File: src/rtl/mem_arbiter_pkg.sv
// Shared types for the I/D memory arbiter (line/word types, FSM states, grant source).
// The optional LC3B_ARB_RR_EN macro selects round-robin instead of D-priority picking.
package mem_arbiter_pkg;

  localparam int LC3B_ADDR_W = 16;
  localparam int LC3B_LINE_W = 128;
  localparam int STREAK_W    = 4;

  typedef logic [LC3B_ADDR_W-1:0] lc3b_word;
  typedef logic [LC3B_LINE_W-1:0] lc3b_line;

  typedef enum logic [1:0] {
    ARB_IDLE,
    ARB_BUSY_I,
    ARB_BUSY_D,
    ARB_RELEASE
  } lc3b_arb_state;

  typedef enum logic {
    ARB_SRC_I,
    ARB_SRC_D
  } lc3b_arb_src;

  // Consecutive-D counter: only D grants that overtake a waiting fetch count.
  function automatic logic [STREAK_W-1:0] streak_next(
    input logic [STREAK_W-1:0] cur,
    input logic                grant_d,
    input logic                i_pending,
    input logic [STREAK_W-1:0] max_streak
  );
    if (!grant_d) return '0;
    if (i_pending && (cur != max_streak)) return cur + 1'b1;
    return cur;
  endfunction

endpackage

File: src/rtl/mem_arbiter_pick.sv
// Combinational grant selection between I and D requesters.
// LC3B_ARB_RR_EN: alternate on contention; otherwise D priority with a bounded D streak.
module mem_arbiter_pick
  import mem_arbiter_pkg::*;
#(
  parameter int MAX_D_STREAK = 4
) (
  input  logic                i_req,
  input  logic                d_req,
  input  logic [STREAK_W-1:0] d_streak,
  input  lc3b_arb_src         last_grant,
  output logic                grant_valid,
  output lc3b_arb_src         grant_src
);

  always_comb begin
    grant_valid = i_req | d_req;
    grant_src   = d_req ? ARB_SRC_D : ARB_SRC_I;
    if (i_req && d_req) begin
`ifdef LC3B_ARB_RR_EN
      grant_src = (last_grant == ARB_SRC_D) ? ARB_SRC_I : ARB_SRC_D;
`else
      grant_src = (d_streak == STREAK_W'(MAX_D_STREAK)) ? ARB_SRC_I : ARB_SRC_D;
`endif
    end
  end

`ifdef LC3B_ARB_RR_EN
  logic unused_streak;
  assign unused_streak = ^d_streak;
`else
  logic unused_last_grant;
  assign unused_last_grant = (last_grant == ARB_SRC_D);
`endif

endmodule

File: src/rtl/mem_arbiter.sv
// Shares one physical-memory port between the fetch (I) and load/store (D) clients.
// Build option LC3B_ARB_RR_EN switches contention handling to strict alternation.
module mem_arbiter
  import mem_arbiter_pkg::*;
#(
  parameter int ADDR_WIDTH   = 16,
  parameter int LINE_WIDTH   = 128,
  parameter int MAX_D_STREAK = 4
) (
  input  logic                  clk,
  input  logic                  rst,
  input  logic                  i_mem_read,
  input  logic [ADDR_WIDTH-1:0] i_mem_address,
  output logic [LINE_WIDTH-1:0] i_mem_rdata,
  output logic                  i_mem_resp,
  input  logic                  d_mem_read,
  input  logic                  d_mem_write,
  input  logic [ADDR_WIDTH-1:0] d_mem_address,
  input  logic [LINE_WIDTH-1:0] d_mem_wdata,
  output logic [LINE_WIDTH-1:0] d_mem_rdata,
  output logic                  d_mem_resp,
  output logic                  pmem_read,
  output logic                  pmem_write,
  output logic [ADDR_WIDTH-1:0] pmem_address,
  output logic [LINE_WIDTH-1:0] pmem_wdata,
  input  logic [LINE_WIDTH-1:0] pmem_rdata,
  input  logic                  pmem_resp
);

  lc3b_arb_state       state, state_next;
  logic [STREAK_W-1:0] d_streak;
  lc3b_arb_src         last_grant;
  logic                lat_write;
  logic                i_req, d_req;
  logic                grant_valid;
  lc3b_arb_src         grant_src;
  logic                take;
  logic                busy;

  assign i_req = i_mem_read;
  assign d_req = d_mem_read | d_mem_write;

  mem_arbiter_pick #(
    .MAX_D_STREAK(MAX_D_STREAK)
  ) u_pick (
    .i_req      (i_req),
    .d_req      (d_req),
    .d_streak   (d_streak),
    .last_grant (last_grant),
    .grant_valid(grant_valid),
    .grant_src  (grant_src)
  );

  always_ff @(posedge clk or posedge rst) begin
    if (rst) state <= ARB_IDLE;
    else     state <= state_next;
  end

  always_comb begin
    state_next = state;
    case (state)
      ARB_IDLE:
        if (grant_valid) state_next = (grant_src == ARB_SRC_D) ? ARB_BUSY_D : ARB_BUSY_I;
      ARB_BUSY_I, ARB_BUSY_D:
        if (pmem_resp) state_next = ARB_RELEASE;
      ARB_RELEASE:
        state_next = ARB_IDLE;
      default:
        state_next = ARB_IDLE;
    endcase
  end

  assign take = (state == ARB_IDLE) && grant_valid;

  // Everything the transaction needs is captured at grant so clients may drop mid-flight.
  always_ff @(posedge clk or posedge rst) begin
    if (rst) begin
      pmem_address <= '0;
      pmem_wdata   <= '0;
      lat_write    <= 1'b0;
      last_grant   <= ARB_SRC_I;
      d_streak     <= '0;
    end else if (take) begin
      last_grant <= grant_src;
      if (grant_src == ARB_SRC_D) begin
        pmem_address <= d_mem_address;
        pmem_wdata   <= d_mem_wdata;
        lat_write    <= d_mem_write;
      end else begin
        pmem_address <= i_mem_address;
        pmem_wdata   <= '0;
        lat_write    <= 1'b0;
      end
`ifdef LC3B_ARB_RR_EN
      d_streak <= '0;
`else
      d_streak <= streak_next(d_streak, grant_src == ARB_SRC_D, i_req, STREAK_W'(MAX_D_STREAK));
`endif
    end
  end

  assign busy       = (state == ARB_BUSY_I) || (state == ARB_BUSY_D);
  assign pmem_read  = busy & ~lat_write;
  assign pmem_write = busy & lat_write;

  assign i_mem_resp  = (state == ARB_BUSY_I) & pmem_resp;
  assign d_mem_resp  = (state == ARB_BUSY_D) & pmem_resp;
  assign i_mem_rdata = (state == ARB_BUSY_I) ? pmem_rdata : '0;
  assign d_mem_rdata = (state == ARB_BUSY_D) ? pmem_rdata : '0;

endmodule

File: config.mk
export PLATFORM = sky130hd
export DESIGN_NAME = mem_arbiter
export DESIGN_NICKNAME = d
export VERILOG_FILES = /design/src/rtl/mem_arbiter_pkg.sv /design/src/rtl/mem_arbiter_pick.sv /design/src/rtl/mem_arbiter.sv
export SDC_FILE = /design/constraint.sdc
export NUM_CORES = 1
export LEC_CHECK = 0
export ABC_AREA = 0
export CAP_MARGIN = 20
export CORE_AREA = 2 2 273 275
export DETAILED_ROUTE_END_ITERATION = 7
export DIE_AREA = 0 0 275 277
export GPL_TIMING_DRIVEN = 0
export PLACE_DENSITY = 0.37
export RECOVER_POWER = 50
export SYNTH_ARGS = -nofsm -noshare
export SYNTH_HDL_FRONTEND = slang
export SYNTH_SLANG_ARGS = --single-unit
File: constraint.sdc
create_clock -name clk -period 13.7 [get_ports clk]
set_clock_uncertainty 0.15 [all_clocks]
set_input_delay 2.74 -clock clk [delete_from_list [all_inputs] [get_ports clk]]
set_output_delay 2.74 -clock clk [all_outputs]
set_load 0.05 [all_outputs]
==> impl_results.md, run 1 <==
* Slew Limit Fails at 74
* Routability Congestion at 0.846
* Post-Synthesis Cells at 714
* Largest net degree at the start of global routing at 79
* Vias at 8476
* Max-Slew Margin vs Limit at -141%
* First-pass GRT wire length at 74000 um
* EDFF count, synth at 0
* Finished Cell Area at 0.0163 sq mm
* Die width at 275 um
* Clk pwr share at 10.6%
* Post-Syn Area at 0.00759 sq mm
* Post-synth ARST share at 100%
* Pleak at 6.47 nW
* Site Rows at 100
* Most used DFF post-synth: dfrtp_1
* Drt initial violations at 256
* Placed wire-length estimate at 47200 um
* Clk root buf: clkbuf_16
* Reg area at 0.00378 sq mm
* Mean routed wirelength per cell at 22.5 um
* CTS buffer count at 17
* RSZ-0062 raised after global routing: no
* Reg-to-reg slack, setup at 10.42 ns
* Area occupied by multi-input gates at 0.00336 sq mm
* Layout cell share with drive strength beyond 1 at 3.60%
* I/O Pins at 698
* CTS H-tree lvls at 4
* CTS tree: built
* Fill cell total of the finished layout at 7990
* Mean Syn Cell Area at 10.6 sq um
* Reg-to-reg endpoint: pmem_wdata[71]
* Worst-path clk slew at 0.06 ns
* Outcome: finished, violations left
* Register bit total from synthesis at 151
* Setup Crit Path Kind: input pin to output pin
* Tot GR Track Use at 13.8%
* IO Port Bufs at 697
* Post-CTS Setup Inserts at 0
* Netlist cell types at 30
* Int Power at 1.91 mW
* Syn nets at 1014
* Vias in the first global route at 9130
* Starting density of the core at 10.3%
* Worst slew pin tran at 3.59 ns
* Hold_buf cts at 0
* Grt peak-use layer: met2
* Gr ovfl total at 0
* Pre-CTS setup slack at 6.26 ns
* Crit path max fanout at 2
* Post-CTS sizing at 0
* Met3 Use GR at 5.58%
* Met2 usage at 26.0%
* Fin worst setup slack at 6.39 ns
* Floorplan core area at 0.0736 sq mm
* Initial antenna violation count at 37
* Fmax achieved at 0.137 GHz
* Die area at 0.0762 sq mm
* Hold Crit Class: flop to flop
* Crit share post-route at 53.4%
* CP Capture Type: output pin
* Failing checks: capacitance limit, slew limit
* DRT Pass-1 Iters at 4
* CP endpoint: d_mem_rdata[7]
* Residual DRC count at 0
* Net Sw Frac at 55.6%
* Cell Area, Placed at 0.0158 sq mm
* Bufs on Longest Clock Path at 2
* Pwr/cell area at 262 mW/mm^2
* Max cap viols at 1
* Final hold slack at 0.350 ns
* Routed Antenna Nets at 0
* # setup viols final at 0
* Total negative slack at 0 ns
* Combinational share of power at 72.2%
* Final Hold Fails at 0
* Worst Setup Start Kind: input pin
* Sequential share of the synthesized area at 49.8%
* Worst skew pair latency at 0.44 ns
* Worst r2r src: state[1]
* WP data arrival at 4.42 ns
* Vias/cell at 3.49
* Total Wirelength at 54500 um
* Final Power at 4.29 mW
* WP data required at 10.81 ns
* Met1 Usage GRT at 13.7%
* Worst vdd ir at 96.2 uV
* Clk sinks at 151
* Final #Nets at 1731
* Cells on worst reg2reg path at 7
* Die height at 277 um
* NetSw at 2.38 mW
* YS warnings at 0
* Period minus WS final at 7.31 ns
* Worst Setup SP: pmem_rdata[7]
* Flop pwr share at 17.2%
* Syn-to-layout area delta at 115%
-- metrics by stage --
step	utilization, %	std cells
after floorplan	-	714
after global placement	21.5	2380
after detailed placement	21.5	2381
after CTS	22.2	2412
after global routing	22.2	2420
final	22.2	2429
-- layout by cell type (no fill, tap or decap), types with 2 or more instances in the layout --
cell               n
dfrtp_1          151
ha_1               6
clkbuf_16         17
a22o_1           128
buf_6             14
o31a_1             2
dlygate4sd3_1     58
o22ai_1            3
nand2_1            3
clkinv_2           4
clkdlybuf4s50_1  639
clkbuf_1          51
o21ai_0           21
inv_6              2
a31oi_1           16
inv_1              6
a21oi_1           18
diode_2           17
and3_1             2
clkinv_4           2
clkbuf_8           4
and2_1           260
clkinvlp_4         2
nor2_1            18
-- synthesized netlist by cell type, types with 2 or more instances --
cell | instances | area (sq um)
buf_2 | 12 | 60.1
clkbuf_1 | 32 | 120
buf_6 | 20 | 225
nand2_1 | 3 | 11.3
o31a_1 | 2 | 17.5
buf_4 | 2 | 15.0
o21ai_0 | 21 | 105
and2_1 | 260 | 1630
a31oi_1 | 16 | 100
dfrtp_1 | 151 | 3780
a22o_1 | 128 | 1120
inv_1 | 7 | 26.3
ha_1 | 6 | 75.1
o22ai_1 | 3 | 18.8
and3_1 | 2 | 12.5
a21oi_1 | 18 | 90.1
nor2_1 | 18 | 67.6
-- cells by family after synthesis --
kind of cell               synth area share (%)
muxes                                     0.280
adders and majority gates                 0.989
buffers and inverters                      5.88
AOI/OAI and AO/OA                          19.5
and+or+nand+nor                            23.5
DFF                                        49.8
-- layout make-up --
type                    instances  share of cell area, %
diodes                         17                  0.260
clock inverters                10                  0.429
clock buffers                  21                   2.94
plain buffers                  66                   2.18
inverters                       7                  0.169
repair buffers                698                   42.9
well taps                     969                   7.42
flip-flops and latches        151                   23.1
multi-input cells             490                   20.6
-- state kept, by name, indices dropped and copies added (netlist names) --
name	flops
pmem_address	16
d_streak	4
state	2
pmem_wdata	128
lat_write	1
-- worst min-delay path by stage --
stage	to	from	depth (start not counted)
finish	pmem_wdata[114]	pmem_wdata[114]	1
global route	pmem_wdata[75]	pmem_wdata[75]	1
CTS	pmem_wdata[114]	pmem_wdata[114]	1
detailed placement	pmem_wdata[114]	pmem_wdata[114]	1
global placement	pmem_wdata[126]	pmem_wdata[126]	1
floorplan	lat_write	lat_write	1
-- power groups by stage --
| stage | clock [mW] | combinational [mW] | sequential, mW |
|---|---|---|---|
| finish | 0.454 | 3.09 | 0.739 |
| global route | 0.491 | 3.26 | 0.765 |
| CTS | 0.479 | 3.19 | 0.743 |
| detailed placement | 0 | 3.18 | 0.742 |
| global placement | 0 | 3.19 | 0.745 |
| floorplan | 0 | 1.40 | 1.33 |
-- layer usage --
metal / share of wire [%] / up-vias
met5: 0.21 / -
met4: 2.5 / 18
met3: 9.7 / 73
met2: 53 / 416
met1: 34 / 4046
li1: - / 3923
-- critical path, stage by stage --
cell	delay (ns)
clkdlybuf4s50_1	0.60
and2_1	0.18
clkdlybuf4s50_1	0.89
No activity file was read; power rests on OpenSTA's default activity.
==> run 2: changes to the inputs <==
--- a/config.mk
+++ b/config.mk
@@ -7,11 +7,11 @@
 export LEC_CHECK = 0
 export ABC_AREA = 0
 export CAP_MARGIN = 20
-export CORE_AREA = 2 2 273 275
+export CORE_AREA = 2 2 268 270
 export DETAILED_ROUTE_END_ITERATION = 7
-export DIE_AREA = 0 0 275 277
+export DIE_AREA = 0 0 270 272
 export GPL_TIMING_DRIVEN = 0
-export PLACE_DENSITY = 0.37
+export PLACE_DENSITY = 0.39
 export RECOVER_POWER = 50
 export SYNTH_ARGS = -nofsm -noshare
 export SYNTH_HDL_FRONTEND = slang
==> constraint.sdc (replaced) <==
create_clock -name clk -period 6.5 [get_ports clk]
set_clock_uncertainty 0.15 [all_clocks]
set_input_delay 1.3 -clock clk [delete_from_list [all_inputs] [get_ports clk]]
set_output_delay 1.3 -clock clk [all_outputs]
set_load 0.05 [all_outputs]
==> run 2 against run 1 <==
The flow still finishes with violations (capacitance limit, slew limit). Cell area hardly changed. Largest power group unchanged. Largest cell class unchanged. Wire length is 1.2% higher. Worst setup slack worse by 4.8 ns. First-iteration DRC count rose by 24%. Utilization up 0.88 points. Via count increased by 1.8%. Clock-buffer cell count fell by 4.
==> impl_results.md, run 2 (synthesized netlist as in run 1, its figures left out) <==
* Outcome: finished, violations left
* Failing checks: capacitance limit, slew limit
* Layout cell share with drive strength beyond 1 at 3.81%
* Pleak at 6.62 nW
* IO Port Bufs at 697
* # setup viols final at 0
* Hold Crit Class: flop to flop
* Final Hold Fails at 0
* Die height at 272 um
* Residual DRC count at 0
* Total Wirelength at 55200 um
* Gr ovfl total at 0
* Post-CTS sizing at 0
* Hold_buf cts at 0
* Worst slew pin tran at 2.03 ns
* Slew Limit Fails at 39
* Largest reg by FF count: pmem_wdata
* Reg-to-reg slack, setup at 3.29 ns
* Placed wire-length estimate at 47300 um
* Number of cells after detailed placement at 2362
* Most frequent cells in the layout: clkdlybuf4s50_1, and2_1, dfrtp_1
* Syn-to-layout area delta at 115%
* I/O Pins at 698
* Crit share post-route at 74.9%
* WP data arrival at 3.42 ns
* Reg-to-reg endpoint: pmem_wdata[56]
* Vias/cell at 3.58
* Final #Nets at 1731
* Commonest non-fill, non-tap cell in the layout: clkdlybuf4s50_1
* Setup Crit Path Kind: flop to output pin
* Bufs on Longest Clock Path at 2
* Vias at 8629
* Clk root buf: clkbuf_16
* RSZ-0062 raised after global routing: no
* Starting density of the core at 10.7%
* Worst vdd ir at 197 uV
* Reg area at 0.00378 sq mm
* Max-Slew Margin vs Limit at -36.3%
* Worst-path clk slew at 0.08 ns
* Worst skew pair latency at 0.44 ns
* Max cap viols at 1
* Final instance count without filler cells at 2410
* CP Capture Type: output pin
* Worst Setup SP: state[0]
* Finished Cell Area at 0.0163 sq mm
* WP data required at 5.05 ns
* Final Power at 9.02 mW
* Regs by FF count: pmem_wdata x128, pmem_address x16, d_streak x4
* Largest net degree at the start of global routing at 114
* Routability Congestion at 0.890
* Routed Antenna Nets at 0
* DRT Pass-1 Iters at 4
* Tot GR Track Use at 14.5%
* Fill cell total of the finished layout at 7712
* CTS buffer count at 17
* Crit path max fanout at 10
* Post-CTS Setup Inserts at 0
* Period minus WS final at 4.87 ns
* Mean routed wirelength per cell at 22.9 um
* Total negative slack at 0 ns
* Die area at 0.0734 sq mm
* CTS tree: built
* Cell Area, Placed at 0.0158 sq mm
* Drt initial violations at 318
* Site Rows at 98
* Max reg flops at 128
* CP endpoint: d_mem_rdata[69]
* Cells on worst reg2reg path at 7
* Worst Setup Start Kind: flop
* Pwr/cell area at 552 mW/mm^2
* Final hold slack at 0.346 ns
* Worst r2r src: state[0]
* Area occupied by multi-input gates at 0.00336 sq mm
* CTS H-tree lvls at 4
* First-pass GRT wire length at 75200 um
* Fmax achieved at 0.205 GHz
* Initial antenna violation count at 40
* Vias in the first global route at 9230
* Die width at 270 um
* Clk sinks at 151
* Floorplan core area at 0.0708 sq mm
run 2: changes by cell type in the layout (fill, tap and decap cells not counted), sizes merged:
| cell | change |
|---|---|
| buf | +2 |
| bufinv | +1 |
| clkbuf | -6 |
| clkdlybuf4s50 | -88 |
| clkinvlp | -1 |
| diode | -1 |
| dlygate4sd3 | +88 |
| inv | +5 |
run 2: cell type report:
cell class | count | area share, %
sequential | 151 | 23.1
antenna | 16 | 0.245
buffer | 66 | 2.24
inverter | 7 | 0.169
clock buffer | 17 | 2.60
multi-input combinational | 490 | 20.6
timing repair buffer | 698 | 42.9
clock inverter | 15 | 0.858
tap | 950 | 7.28
run 2: per-layer routing:
layer	up-vias	track usage, %	part of all wire [%]
met5	-	0	0.12
met4	10	3.83	2.2
met3	77	4.81	7.8
met2	469	28.4	55
met1	4143	14.5	35
li1	3930	-	-
run 2: worst min-delay path by stage:
| stage | endpoint | from | depth (start not counted) |
|---|---|---|---|
| 2_1_floorplan | lat_write | lat_write | 1 |
| 3_3_place_gp | pmem_wdata[72] | pmem_wdata[72] | 1 |
| 3_5_place_dp | pmem_wdata[30] | pmem_wdata[30] | 1 |
| 4_1_cts | pmem_wdata[30] | pmem_wdata[30] | 1 |
| 5_1_grt | pmem_wdata[38] | pmem_wdata[38] | 1 |
| 6_report | pmem_wdata[30] | pmem_wdata[30] | 1 |
run 2: report_power, final:
| part | internal, mW | switching (mW) | total [mW] |
|---|---|---|---|
| registers | 1.33 | 0.206 | 1.54 |
| clock network | 0.536 | 0.483 | 1.02 |
| logic | 2.08 | 4.38 | 6.46 |
| total | 3.95 | 5.07 | 9.02 |
run 2: stage by stage:
step	utilization [%]	setup WS, ns
2_1_floorplan	-	0.985
3_3_place_gp	22.3	-1.91
3_5_place_dp	22.3	2.00
4_1_cts	23.1	1.48
5_1_grt	23.0	1.45
6_report	23.1	1.63
run 2: worst max-delay path, stage by stage, from the launching register on:
cell and delay, ns:
dfrtp_1 0.38, inv_1 0.14, ha_1 0.26, clkbuf_1 0.59, clkbuf_1 0.51, and2_1 0.26
clkdlybuf4s50_1 0.82
